--- config.mk ---
export PLATFORM = sky130hd
export DESIGN_NAME = axi_rd_arbiter2_flat
export DESIGN_NICKNAME = d
export VERILOG_FILES = /design/src/rtl/axi_rd_arbiter2_if.sv /design/src/rtl/axi_rd_arbiter2.sv /design/src/flat_wrapper.sv
export SDC_FILE = /design/constraint.sdc
export NUM_CORES = 1
export LEC_CHECK = 0
export BUFFER_PORTS_ARGS = -buffer_cell sky130_fd_sc_hd__buf_2
export CORE_AREA = 2 2 105 107
export CTS_CLUSTER_DIAMETER = 60
export CTS_CLUSTER_SIZE = 28
export DETAILED_ROUTE_END_ITERATION = 10
export DIE_AREA = 0 0 107 109
export PLACE_DENSITY = 0.58
export SETUP_SLACK_MARGIN = 0.2
export SLEW_MARGIN = 0
export SYNTH_ARGS = -nofsm -noshare
export SYNTH_HDL_FRONTEND = slang
export SYNTH_SLANG_ARGS = --single-unit
export TNS_END_PERCENT = 5
--- constraint.sdc ---
create_clock -name ACLK -period 1.3 [get_ports ACLK]
set_clock_uncertainty 0.1 [all_clocks]
set_input_delay 0.13 -clock ACLK [delete_from_list [all_inputs] [get_ports ACLK]]
set_output_delay 0.13 -clock ACLK [all_outputs]
set_load 0.01 [all_outputs]
--- src/rtl/axi_rd_arbiter2_if.sv ---
// AXI read-channel bundle (AR + R) shared by the arbiter's master-facing
// ports and its slave-facing port. The master modport is the side that
// issues AR requests and consumes R beats; the slave modport is the other side.
interface axi_rd_arbiter2_if #(
  parameter int WIDTH_ID = 4,
  parameter int WIDTH_AD = 32,
  parameter int WIDTH_DA = 32
);
`ifdef AMBA_AXI4
  localparam int LEN_W  = 8;
  localparam int LOCK_W = 1;
`else
  localparam int LEN_W  = 4;
  localparam int LOCK_W = 2;
`endif

  logic [WIDTH_ID-1:0] arid;
  logic [WIDTH_AD-1:0] araddr;
  logic [LEN_W-1:0]    arlen;
  logic [2:0]          arsize;
  logic [1:0]          arburst;
  logic [LOCK_W-1:0]   arlock;
  logic                arvalid;
  logic                arready;

  logic [WIDTH_ID-1:0] rid;
  logic [WIDTH_DA-1:0] rdata;
  logic [1:0]          rresp;
  logic                rlast;
  logic                rvalid;
  logic                rready;

  modport master (
    output arid, araddr, arlen, arsize, arburst, arlock, arvalid, rready,
    input  arready, rid, rdata, rresp, rlast, rvalid
  );

  modport slave (
    input  arid, araddr, arlen, arsize, arburst, arlock, arvalid, rready,
    output arready, rid, rdata, rresp, rlast, rvalid
  );
endinterface

--- src/rtl/axi_rd_arbiter2.sv ---
// Two-master to one-slave AXI read arbiter. Round-robin grant on AR with a
// registered grant cycle, master index prepended to ARID, R beats routed
// back by the RID MSB, and a per-master outstanding-burst limit.
module axi_rd_arbiter2 #(
  parameter int WIDTH_ID = 4,
  parameter int WIDTH_AD = 32,
  parameter int WIDTH_DA = 32,
  parameter int MAX_OUT  = 4
) (
  input  logic ACLK,
  input  logic ARESETn,
  axi_rd_arbiter2_if.slave  m0,
  axi_rd_arbiter2_if.slave  m1,
  axi_rd_arbiter2_if.master s
);

  typedef enum logic {IDLE, BUSY} st_t;

  localparam logic [3:0] MAX_CNT = 4'(MAX_OUT);

  st_t                 st, st_nxt;
  logic                gnt, gnt_nxt;
  logic                prio, prio_nxt;
  logic [3:0]          cnt_0, cnt_1;
  logic                req_0, req_1;
  logic                ar_hs;
  logic                r_sel;
  logic                inc_0, inc_1, dec_0, dec_1;
  logic [WIDTH_AD-1:0] sel_addr;
  logic [WIDTH_DA-1:0] r_data;

  // Eligible requests and handshake/accounting events
  always_comb begin
    req_0 = m0.arvalid && (cnt_0 < MAX_CNT);
    req_1 = m1.arvalid && (cnt_1 < MAX_CNT);
    ar_hs = s.arvalid && s.arready;
    inc_0 = ar_hs && !gnt;
    inc_1 = ar_hs && gnt;
    dec_0 = s.rvalid && s.rready && s.rlast && !r_sel;
    dec_1 = s.rvalid && s.rready && s.rlast && r_sel;
  end

  // State, grant, priority and outstanding counters
  always_ff @(posedge ACLK or negedge ARESETn) begin
    if (!ARESETn) begin
      st    <= IDLE;
      gnt   <= 1'b0;
      prio  <= 1'b0;
      cnt_0 <= '0;
      cnt_1 <= '0;
    end else begin
      st   <= st_nxt;
      gnt  <= gnt_nxt;
      prio <= prio_nxt;
      if (inc_0 && !dec_0)      cnt_0 <= cnt_0 + 4'd1;
      else if (dec_0 && !inc_0) cnt_0 <= cnt_0 - 4'd1;
      if (inc_1 && !dec_1)      cnt_1 <= cnt_1 + 4'd1;
      else if (dec_1 && !inc_1) cnt_1 <= cnt_1 - 4'd1;
    end
  end

  // Next-state: pick a master in IDLE, release the slave port on handshake
  always_comb begin
    st_nxt   = st;
    gnt_nxt  = gnt;
    prio_nxt = prio;
    case (st)
      IDLE: begin
        if (req_0 || req_1) begin
          st_nxt  = BUSY;
          gnt_nxt = (req_0 && req_1) ? prio : req_1;
        end
      end
      BUSY: begin
        if (ar_hs) begin
          st_nxt   = IDLE;
          prio_nxt = ~gnt;
        end
      end
    endcase
  end

  // AR path: pass the granted master straight through while BUSY
  always_comb begin
    sel_addr   = gnt ? m1.araddr : m0.araddr;
    s.arid     = {gnt, (gnt ? m1.arid : m0.arid)};
    s.araddr   = sel_addr;
    s.arlen    = gnt ? m1.arlen   : m0.arlen;
    s.arsize   = gnt ? m1.arsize  : m0.arsize;
    s.arburst  = gnt ? m1.arburst : m0.arburst;
    s.arlock   = gnt ? m1.arlock  : m0.arlock;
    s.arvalid  = (st == BUSY) && (gnt ? m1.arvalid : m0.arvalid);
    m0.arready = (st == BUSY) && !gnt && s.arready;
    m1.arready = (st == BUSY) && gnt && s.arready;
  end

  // R path: route by RID MSB, broadcast payload, zero latency
  always_comb begin
    r_sel     = s.rid[WIDTH_ID];
    r_data    = s.rdata;
    m0.rvalid = s.rvalid && !r_sel;
    m1.rvalid = s.rvalid && r_sel;
    m0.rid    = s.rid[WIDTH_ID-1:0];
    m1.rid    = s.rid[WIDTH_ID-1:0];
    m0.rdata  = r_data;
    m1.rdata  = r_data;
    m0.rresp  = s.rresp;
    m1.rresp  = s.rresp;
    m0.rlast  = s.rlast;
    m1.rlast  = s.rlast;
    s.rready  = r_sel ? m1.rready : m0.rready;
  end

endmodule

--- src/flat_wrapper.sv ---
// flat-port wrapper written by rule: the top's interface ports become plain ports
module axi_rd_arbiter2_flat 
#(
  parameter int WIDTH_ID = 4,
  parameter int WIDTH_AD = 32,
  parameter int WIDTH_DA = 32,
  parameter int MAX_OUT  = 4
)
  (ACLK, ARESETn, m0_arid, m0_araddr, m0_arlen, m0_arsize, m0_arburst, m0_arlock, m0_arvalid, m0_rready, m0_arready, m0_rid, m0_rdata, m0_rresp, m0_rlast, m0_rvalid, m1_arid, m1_araddr, m1_arlen, m1_arsize, m1_arburst, m1_arlock, m1_arvalid, m1_rready, m1_arready, m1_rid, m1_rdata, m1_rresp, m1_rlast, m1_rvalid, s_arid, s_araddr, s_arlen, s_arsize, s_arburst, s_arlock, s_arvalid, s_rready, s_arready, s_rid, s_rdata, s_rresp, s_rlast, s_rvalid);
  axi_rd_arbiter2_if #(.WIDTH_ID(WIDTH_ID), .WIDTH_AD(WIDTH_AD), .WIDTH_DA(WIDTH_DA)) m0_i ();
  axi_rd_arbiter2_if #(.WIDTH_ID(WIDTH_ID), .WIDTH_AD(WIDTH_AD), .WIDTH_DA(WIDTH_DA)) m1_i ();
  axi_rd_arbiter2_if #(.WIDTH_ID(WIDTH_ID), .WIDTH_AD(WIDTH_AD), .WIDTH_DA(WIDTH_DA)) s_i ();
  input  logic ACLK;
  input  logic ARESETn;
  input wire logic [$bits(m0_i.arid)-1:0] m0_arid;
  input wire logic [$bits(m0_i.araddr)-1:0] m0_araddr;
  input wire logic [$bits(m0_i.arlen)-1:0] m0_arlen;
  input wire logic [$bits(m0_i.arsize)-1:0] m0_arsize;
  input wire logic [$bits(m0_i.arburst)-1:0] m0_arburst;
  input wire logic [$bits(m0_i.arlock)-1:0] m0_arlock;
  input wire logic [$bits(m0_i.arvalid)-1:0] m0_arvalid;
  input wire logic [$bits(m0_i.rready)-1:0] m0_rready;
  output wire logic [$bits(m0_i.arready)-1:0] m0_arready;
  output wire logic [$bits(m0_i.rid)-1:0] m0_rid;
  output wire logic [$bits(m0_i.rdata)-1:0] m0_rdata;
  output wire logic [$bits(m0_i.rresp)-1:0] m0_rresp;
  output wire logic [$bits(m0_i.rlast)-1:0] m0_rlast;
  output wire logic [$bits(m0_i.rvalid)-1:0] m0_rvalid;
  input wire logic [$bits(m1_i.arid)-1:0] m1_arid;
  input wire logic [$bits(m1_i.araddr)-1:0] m1_araddr;
  input wire logic [$bits(m1_i.arlen)-1:0] m1_arlen;
  input wire logic [$bits(m1_i.arsize)-1:0] m1_arsize;
  input wire logic [$bits(m1_i.arburst)-1:0] m1_arburst;
  input wire logic [$bits(m1_i.arlock)-1:0] m1_arlock;
  input wire logic [$bits(m1_i.arvalid)-1:0] m1_arvalid;
  input wire logic [$bits(m1_i.rready)-1:0] m1_rready;
  output wire logic [$bits(m1_i.arready)-1:0] m1_arready;
  output wire logic [$bits(m1_i.rid)-1:0] m1_rid;
  output wire logic [$bits(m1_i.rdata)-1:0] m1_rdata;
  output wire logic [$bits(m1_i.rresp)-1:0] m1_rresp;
  output wire logic [$bits(m1_i.rlast)-1:0] m1_rlast;
  output wire logic [$bits(m1_i.rvalid)-1:0] m1_rvalid;
  output wire logic [$bits(s_i.arid)-1:0] s_arid;
  output wire logic [$bits(s_i.araddr)-1:0] s_araddr;
  output wire logic [$bits(s_i.arlen)-1:0] s_arlen;
  output wire logic [$bits(s_i.arsize)-1:0] s_arsize;
  output wire logic [$bits(s_i.arburst)-1:0] s_arburst;
  output wire logic [$bits(s_i.arlock)-1:0] s_arlock;
  output wire logic [$bits(s_i.arvalid)-1:0] s_arvalid;
  output wire logic [$bits(s_i.rready)-1:0] s_rready;
  input wire logic [$bits(s_i.arready)-1:0] s_arready;
  input wire logic [$bits(s_i.rid)-1:0] s_rid;
  input wire logic [$bits(s_i.rdata)-1:0] s_rdata;
  input wire logic [$bits(s_i.rresp)-1:0] s_rresp;
  input wire logic [$bits(s_i.rlast)-1:0] s_rlast;
  input wire logic [$bits(s_i.rvalid)-1:0] s_rvalid;
  assign m0_i.arid = m0_arid;
  assign m0_i.araddr = m0_araddr;
  assign m0_i.arlen = m0_arlen;
  assign m0_i.arsize = m0_arsize;
  assign m0_i.arburst = m0_arburst;
  assign m0_i.arlock = m0_arlock;
  assign m0_i.arvalid = m0_arvalid;
  assign m0_i.rready = m0_rready;
  assign m0_arready = m0_i.arready;
  assign m0_rid = m0_i.rid;
  assign m0_rdata = m0_i.rdata;
  assign m0_rresp = m0_i.rresp;
  assign m0_rlast = m0_i.rlast;
  assign m0_rvalid = m0_i.rvalid;
  assign m1_i.arid = m1_arid;
  assign m1_i.araddr = m1_araddr;
  assign m1_i.arlen = m1_arlen;
  assign m1_i.arsize = m1_arsize;
  assign m1_i.arburst = m1_arburst;
  assign m1_i.arlock = m1_arlock;
  assign m1_i.arvalid = m1_arvalid;
  assign m1_i.rready = m1_rready;
  assign m1_arready = m1_i.arready;
  assign m1_rid = m1_i.rid;
  assign m1_rdata = m1_i.rdata;
  assign m1_rresp = m1_i.rresp;
  assign m1_rlast = m1_i.rlast;
  assign m1_rvalid = m1_i.rvalid;
  assign s_arid = s_i.arid;
  assign s_araddr = s_i.araddr;
  assign s_arlen = s_i.arlen;
  assign s_arsize = s_i.arsize;
  assign s_arburst = s_i.arburst;
  assign s_arlock = s_i.arlock;
  assign s_arvalid = s_i.arvalid;
  assign s_rready = s_i.rready;
  assign s_i.arready = s_arready;
  assign s_i.rid = s_rid;
  assign s_i.rdata = s_rdata;
  assign s_i.rresp = s_rresp;
  assign s_i.rlast = s_rlast;
  assign s_i.rvalid = s_rvalid;
  axi_rd_arbiter2 #(.WIDTH_ID(WIDTH_ID), .WIDTH_AD(WIDTH_AD), .WIDTH_DA(WIDTH_DA), .MAX_OUT(MAX_OUT)) u_core (.ACLK(ACLK), .ARESETn(ARESETn), .m0(m0_i), .m1(m1_i), .s(s_i));
endmodule
==> impl_metrics.csv, run 1 <==
group,metric,value,unit
finish,finish.net_count,394,
global_route,antenna_found_initial,0,
place,placement.cell_area,0.002006,sq mm
yosys,synth_cell_type_count,23,
worst_setup_path,required,1.07,ns
worst_setup_path,worst_path_cell_trace,"buf_12 > mux2_2 > buf_2",
worst_setup_path,cp.arrival,1.36,ns
clock_network,postCtsSetupRepairBufs,0,
detailed_routing,detailedRoute.firstIterationViolations,26,
finish,fraction_of_layout_instances_using_a_drive_strength_above_1,82.80,%
detailed_routing,vias_per_cell,3.518,
detailed_routing,dr_wl_met2,2.016,mm
pwr,combPwrFrac,69.6,%
sta,final-hold-violation-count,0,
yosys,syn-cell-area,0.001682,sq mm
yosys,yosys_register_bits,11,
pwr,vdd.ir_drop.worst,551.0,uV
finish,final_core_utilization,19.55,%
global_route,grt_pass1_wl,5.802,mm
clock_network,cts_buffer_depth,2,
worst_setup_path,critical_path_peak_fanout,30,
place,placed_cells_incl_taps,385,
finish,layoutNonFillerInstCount,390,
status,failing_checks,"setup timing",
sta,finalWorstPathRequiredPeriod,1.587,ns
clock_network,cts.htree.levels,1,
finish,area_growth_syn_to_layout,23.29,%
yosys,edff_count_synth,0,
pwr,p_per_area,1610,mW/mm^2
worst_setup_path,slowest_delay,0.40,ns
sta,timing.hold.ws,0.1600,ns
detailed_routing,route.detailed.drc,0,
floorplan,top_level_i_o_count,272,
yosys,synth.yosys.warnings,0,
sta,maxClockFrequency,630.3,MHz
worst_setup_path,worst-setup-path-type,"reg -> out",
clock_network,insertion_delay,0.24,ns
floorplan,initial_core_utilization,15.86,%
clock_network,numClockSinks,11,
sta,final-max-slew-violation-count,0,
finish,diodes,0,
finish,layout_commonest_cell,"sky130_fd_sc_hd__buf_2",
yosys,asr_flop_ratio_synth,100.0,%
worst_setup_path,slowest_stage_cell_crit_path,"sky130_fd_sc_hd__dfrtp_2",
global_route,global_route.overflow_total,0,
global_route,grt_max_degree,31,
pwr,clock_power_share,10.2,%
pwr,cellLeakagePower,1.066,nW
pwr,cellInternalPower,2.019,mW
place,numPortBuffers,148,
floorplan,die-area,0.01166,sq mm
place,dpl_worst_slack,-0.06451,ns
floorplan,core.rowCount,38,
detailed_routing,detailroute.wirelength.met3,429,um
floorplan,die_w,107,um
floorplan,placeableCoreArea,0.01060,sq mm
sta,final.setup.tns,-12.53,ns
sta,setup_viol_count_final,51,
place,detailed_place_hpwl,3.640,mm
clock_network,number_of_buffers_created_by_cts,3,
status,status,"complete, but fails checks",
detailed_routing,finalWirelength,4.187,mm
pwr,post-layout-total-power,3.338,mW
detailed_routing,vias,1372,
detailed_routing,drt.antenna.violating_nets,0,
detailed_routing,first_pass_iters,3,
min_path,hold_class,"in -> out",
flow_run,maxCapViolCount,0,
finish,final_cell_mix,"148 x sky130_fd_sc_hd__buf_2, 47 x sky130_fd_sc_hd__mux2_2, 10 x sky130_fd_sc_hd__dfrtp_1, 8 x sky130_fd_sc_hd__nand2_1, 5 x sky130_fd_sc_hd__xnor2_1",
clock_network,cts.clk_slew.worst_paths,0.05,ns
clock_network,tritoncts,"yes",
yosys,sequential_cell_area_fraction_in_the_yosys_report,16.37,%
yosys,syn-mean-instance-area,9.394,sq um
floorplan,chipHeight,109,um
sta,finalCritPeriodShare,122.0,%
global_route,grt.total_usage,6.269,%
sta,setup_slack,-0.2866,ns
detailed_routing,wl_met1,1.699,mm
yosys,most_used_flip_flop_cell_after_synthesis,"sky130_fd_sc_hd__dfrtp_1",
clock_network,ctsRootBufferMaster,"sky130_fd_sc_hd__clkbuf_8",
detailed_routing,route.top_layer_used,"met4",
pwr,power.share.switching,39.52,%
worst_setup_path,worstSetupEndpointType,"output pin",
global_route,grt_pass1_vias,1252,
detailed_routing,avgRoutedWirePerCell,10.74,um
place,gp_congestion,0.7389,
sta,rsz0062_at_grt,"yes",
worst_setup_path,startpoint_type,"flop",
finish,postLayoutCellArea,0.002073,sq mm
yosys,syn_inst,179,
pwr,power_switching,1.319,mW
pwr,power.share.sequential,20.2,%
-- path summary, 6_finish.rpt --
path | start | endpoint | slack [ns] | depth (start not counted)
max | u_core.gnt | s_araddr[10] | -0.29 | 3
min | m0_rready | s_rready | 0.16 | 0
max reg2reg | u_core.gnt | u_core.cnt_0[3] | -0.06 | 4
min reg2reg | u_core.cnt_0[3] | u_core.cnt_0[3] | 0.37 | 1
max in group asynchronous | ARESETn | u_core.gnt | 0.64 | 2
min in group asynchronous | ARESETn | u_core.cnt_0[1] | 0.23 | 2
-- critical path, delay by kind of cell, from the launching register on --
family | cells | cell delay [ns]
buffers and inverters | 2 | 0.33
multiplexers | 1 | 0.36
flip-flops | 1 | 0.40
-- power by group through the flow --
stage	combinational, mW	sequential, mW	clock [mW]
finish	2.32	0.674	0.341
CTS	2.37	0.673	0.352
global route	2.54	0.708	0.369
detailed placement	2.33	0.668	0
global placement	2.29	0.658	0
floorplan	1.85	0.618	0
-- per-layer routing --
metal / vias to the layer above / GRT usage (%)
met5: - / 0
met4: 0 / 2.505
met3: 9 / 2.451
met2: 75 / 9.873
met1: 629 / 7.687
li1: 659 / -
-- sequential cells by signal (all words and copies together), names as in the netlist --
register,flops
u_core.cnt_0,4
u_core.cnt_1,4
u_core.gnt,1
u_core.prio,1
u_core.st,1
-- layout make-up --
type / count / area [sq um]
Tap cell: 140 / 175.2
Clock buffer: 4 / 45.04
Multi-Input combinational cell: 81 / 775.7
Fill cell: 1165 / 8529
Sequential cell: 11 / 276.5
Timing Repair Buffer: 153 / 797.0
Inverter: 1 / 3.754
-- cell usage after synthesis, types with 2 or more instances --
| cell | n | area [sq um] |
|---|---|---|
| sky130_fd_sc_hd__buf_4 | 81 | 608.1 |
| sky130_fd_sc_hd__mux2_2 | 48 | 540.5 |
| sky130_fd_sc_hd__nor3b_1 | 2 | 15.01 |
| sky130_fd_sc_hd__buf_2 | 5 | 25.02 |
| sky130_fd_sc_hd__nor2_1 | 2 | 7.510 |
| sky130_fd_sc_hd__ha_1 | 2 | 25.02 |
| sky130_fd_sc_hd__dfrtp_1 | 11 | 275.3 |
| sky130_fd_sc_hd__nand4_1 | 2 | 12.51 |
| sky130_fd_sc_hd__nand2_1 | 8 | 30.03 |
| sky130_fd_sc_hd__xnor2_1 | 5 | 43.79 |
-- cells by family after synthesis --
family | count (synthesis) | share of synthesized area, %
adder cells (fa/ha/maj) | 2 | 1.488
XOR/XNOR | 6 | 3.125
AND/OR/NAND/NOR | 18 | 5.953
flip-flops | 11 | 16.37
AO/OA/AOI/OAI | 4 | 1.562
other | 1 | 0.2230
buffers and inverters | 88 | 38.54
multiplexers | 49 | 32.74
-- what timing repair did --
item / CTS / global route
pin swaps: 3 / 1
endpoints found under the setup margin: 61 / 61
hold buffers: 1 / 0
gates resized for setup: 3 / 1
endpoints found under the hold margin: 11 / 0
Power figures use the tool's default switching activity.
==> inputs of run 2 (changes only) <==
Settings changed: ABC_AREA from default to 1, PLACE_DENSITY 0.58 to 0.59.
==> impl_metrics.csv, run 2 <==
group,metric,value,unit
status,status,"complete, but fails checks",
status,failing_checks,"setup timing",
min_path,hold_class,"in -> reg",
floorplan,top_level_i_o_count,272,
detailed_routing,detailedRoute.firstIterationViolations,64,
detailed_routing,drt.antenna.violating_nets,0,
clock_network,ctsRootBufferMaster,"sky130_fd_sc_hd__clkbuf_8",
place,detailed_place_hpwl,4.248,mm
clock_network,cts_buffer_depth,2,
worst_setup_path,worstSetupEndpointType,"output pin",
detailed_routing,vias_per_cell,3.806,
yosys,synth.most_common_cell,"sky130_fd_sc_hd__nand2_1",
floorplan,die_w,107,um
sta,maxClockFrequency,662.3,MHz
sta,setup_slack,-0.2099,ns
detailed_routing,first_pass_iters,4,
floorplan,core.rowCount,38,
finish,postLayoutCellArea,0.002452,sq mm
finish,fraction_of_layout_instances_using_a_drive_strength_above_1,47.86,%
finish,multi_input_area,897.1,sq um
detailed_routing,avgRoutedWirePerCell,10.42,um
sta,final.setup.tns,-8.578,ns
flow_run,maxCapViolCount,0,
finish,sequential_cell_area,276.5,sq um
yosys,yosys_register_bits,11,
place,gp_congestion,0.7459,
pwr,post-layout-total-power,4.447,mW
yosys,edff_count_synth,0,
floorplan,die-area,0.01166,sq mm
yosys,yosys.area.top_type_share,35.52,%
yosys,library_cell_with_the_largest_summed_area_after_synthesis,"sky130_fd_sc_hd__nand2_1",
detailed_routing,route.detailed.drc,0,
finish,finish.net_count,541,
sta,setup_viol_count_final,58,
sta,rsz0062_at_grt,"yes",
finish,layout_commonest_cell,"sky130_fd_sc_hd__nand2_1",
global_route,grt_pass1_vias,1657,
floorplan,initial_core_utilization,17.24,%
place,dpl_worst_slack,0.005166,ns
worst_setup_path,critical_path_peak_fanout,8,
yosys,most_used_flip_flop_cell_after_synthesis,"sky130_fd_sc_hd__dfrtp_1",
global_route,grt_pass1_wl,7.714,mm
floorplan,chipHeight,109,um
floorplan,placeableCoreArea,0.01060,sq mm
yosys,synthTopCellsByArea,"sky130_fd_sc_hd__nand2_1 36%, sky130_fd_sc_hd__buf_4 34%, sky130_fd_sc_hd__dfrtp_1 15%",
clock_network,insertion_delay,0.24,ns
clock_network,cts.htree.levels,1,
worst_setup_path,r2r_setup_slack,-0.13,ns
worst_setup_path,worst-setup-path-type,"reg -> out",
yosys,asr_flop_ratio_synth,100.0,%
finish,diodes,0,
place,placement.cell_area,0.002195,sq mm
worst_setup_path,startpoint_type,"flop",
detailed_routing,vias,2044,
sta,final-max-slew-violation-count,0,
yosys,synth.yosys.warnings,0,
clock_network,numClockSinks,11,
finish,num-fill-cells,1185,
yosys,syn-mean-instance-area,5.713,sq um
detailed_routing,finalWirelength,5.593,mm
global_route,antenna_found_initial,0,
finish,final_cell_mix,"165 x sky130_fd_sc_hd__nand2_1, 145 x sky130_fd_sc_hd__buf_2, 10 x sky130_fd_sc_hd__inv_1, 10 x sky130_fd_sc_hd__dfrtp_1",
sta,finalCritPeriodShare,116.1,%
global_route,grt_max_degree,32,
finish,area_growth_syn_to_layout,34.15,%
worst_setup_path,required,1.07,ns
yosys,syn_inst,320,
yosys,synth_cell_type_count,18,
clock_network,cts.clk_slew.worst_paths,0.05,ns
finish,reg.largest.list,"u_core.cnt_0 (4), u_core.cnt_1 (4)",
finish,final_core_utilization,23.13,%
yosys,sequential_cell_area_fraction_in_the_yosys_report,15.06,%
pwr,p_per_area,1813,mW/mm^2
yosys,synth_top_cells_by_count,"173 x sky130_fd_sc_hd__nand2_1, 82 x sky130_fd_sc_hd__buf_4, 12 x sky130_fd_sc_hd__inv_1",
yosys,syn-cell-area,0.001828,sq mm
sta,finalWorstPathRequiredPeriod,1.510,ns
global_route,global_route.overflow_total,0,
pwr,cellLeakagePower,1.517,nW
global_route,grt.total_usage,8.139,%
clock_network,number_of_buffers_created_by_cts,3,
sta,final-hold-violation-count,0,
pwr,vdd.ir_drop.worst,601.5,uV
worst_setup_path,cp.arrival,1.28,ns
clock_network,tritoncts,"yes",
place,numPortBuffers,148,
## run 2: cell types whose count changed after synthesis, sizes merged, moves of 2 or more
cell and change:
nand2 +166, inv +12, mux2 -48, nor3b -2, buf +2, nor3 +2
nand3 +10, nand4 +7, xnor2 -5, clkbuf +5
## run 2: critical path, stage by stage, from the launching register on
cell and delay (ns):
sky130_fd_sc_hd__dfrtp_2 0.47, sky130_fd_sc_hd__buf_12 0.17, sky130_fd_sc_hd__nand3_2 0.08, sky130_fd_sc_hd__nand2_2 0.07, sky130_fd_sc_hd__buf_6 0.13, sky130_fd_sc_hd__buf_6 0.11
## run 2: final timing paths
kind / start / to / depth (start not counted)
max in group asynchronous: ARESETn / u_core.gnt / 2
max reg2reg: u_core.gnt / u_core.cnt_1[2] / 8
min: s_arready / u_core.cnt_0[0] / 3
min reg2reg: u_core.cnt_1[3] / u_core.cnt_1[3] / 2
max: u_core.gnt / s_arvalid / 5
min in group asynchronous: ARESETn / u_core.cnt_0[0] / 2
## run 2: layout make-up
type,instances,area share [%]
Timing Repair Buffer,166,40.87
Multi-Input combinational cell,203,36.58
Tap cell,140,7.143
Sequential cell,11,11.28
Inverter,13,2.296
Clock buffer,4,1.837
## run 2: power by group
part | total [mW] | switching, mW | leakage, nW | internal, mW
clock | 0.349 | 0.133 | 0.0228 | 0.216
sequential | 0.643 | 0.165 | 0.138 | 0.478
combinational | 3.45 | 1.87 | 1.36 | 1.58
total | 4.45 | 2.17 | 1.52 | 2.28
## run 2: metrics by stage
step	instances	hold slack, ns
finish	537	0.1140
global route	537	0.1393
CTS	532	0.1037
detailed placement	524	-0.07674
global placement	524	-0.07578
floorplan	321	-0.2656
## run 2: per-layer routing
metal  wire (um)  track usage, %  up-vias
li1            -               -     1039
met1        2020           8.646      861
met2        2936           15.79      120
met3         486           1.554       24
met4         150           3.154        0
met5           0               0        -
## run 2: cell families (layout without fill, tap and decap cells)
group	Yosys count	after routing	share of synthesized area (%)
other	1	2	0.2051
adders and majority gates	2	2	1.369
and+or+nand+nor	197	197	43.19
DFF	11	11	15.06
buffers and inverters	107	183	39.63
AOI/OAI and AO/OA	2	2	0.5470
## run 2: repair_timing
action	in CTS	in global routing
resized for setup	18	14
buffers inserted	2	4
pin swaps	2	1
endpoints found under the setup margin	61	61
hold endpoints to repair	11	0
hold buffers	1	0
cloned	1	1
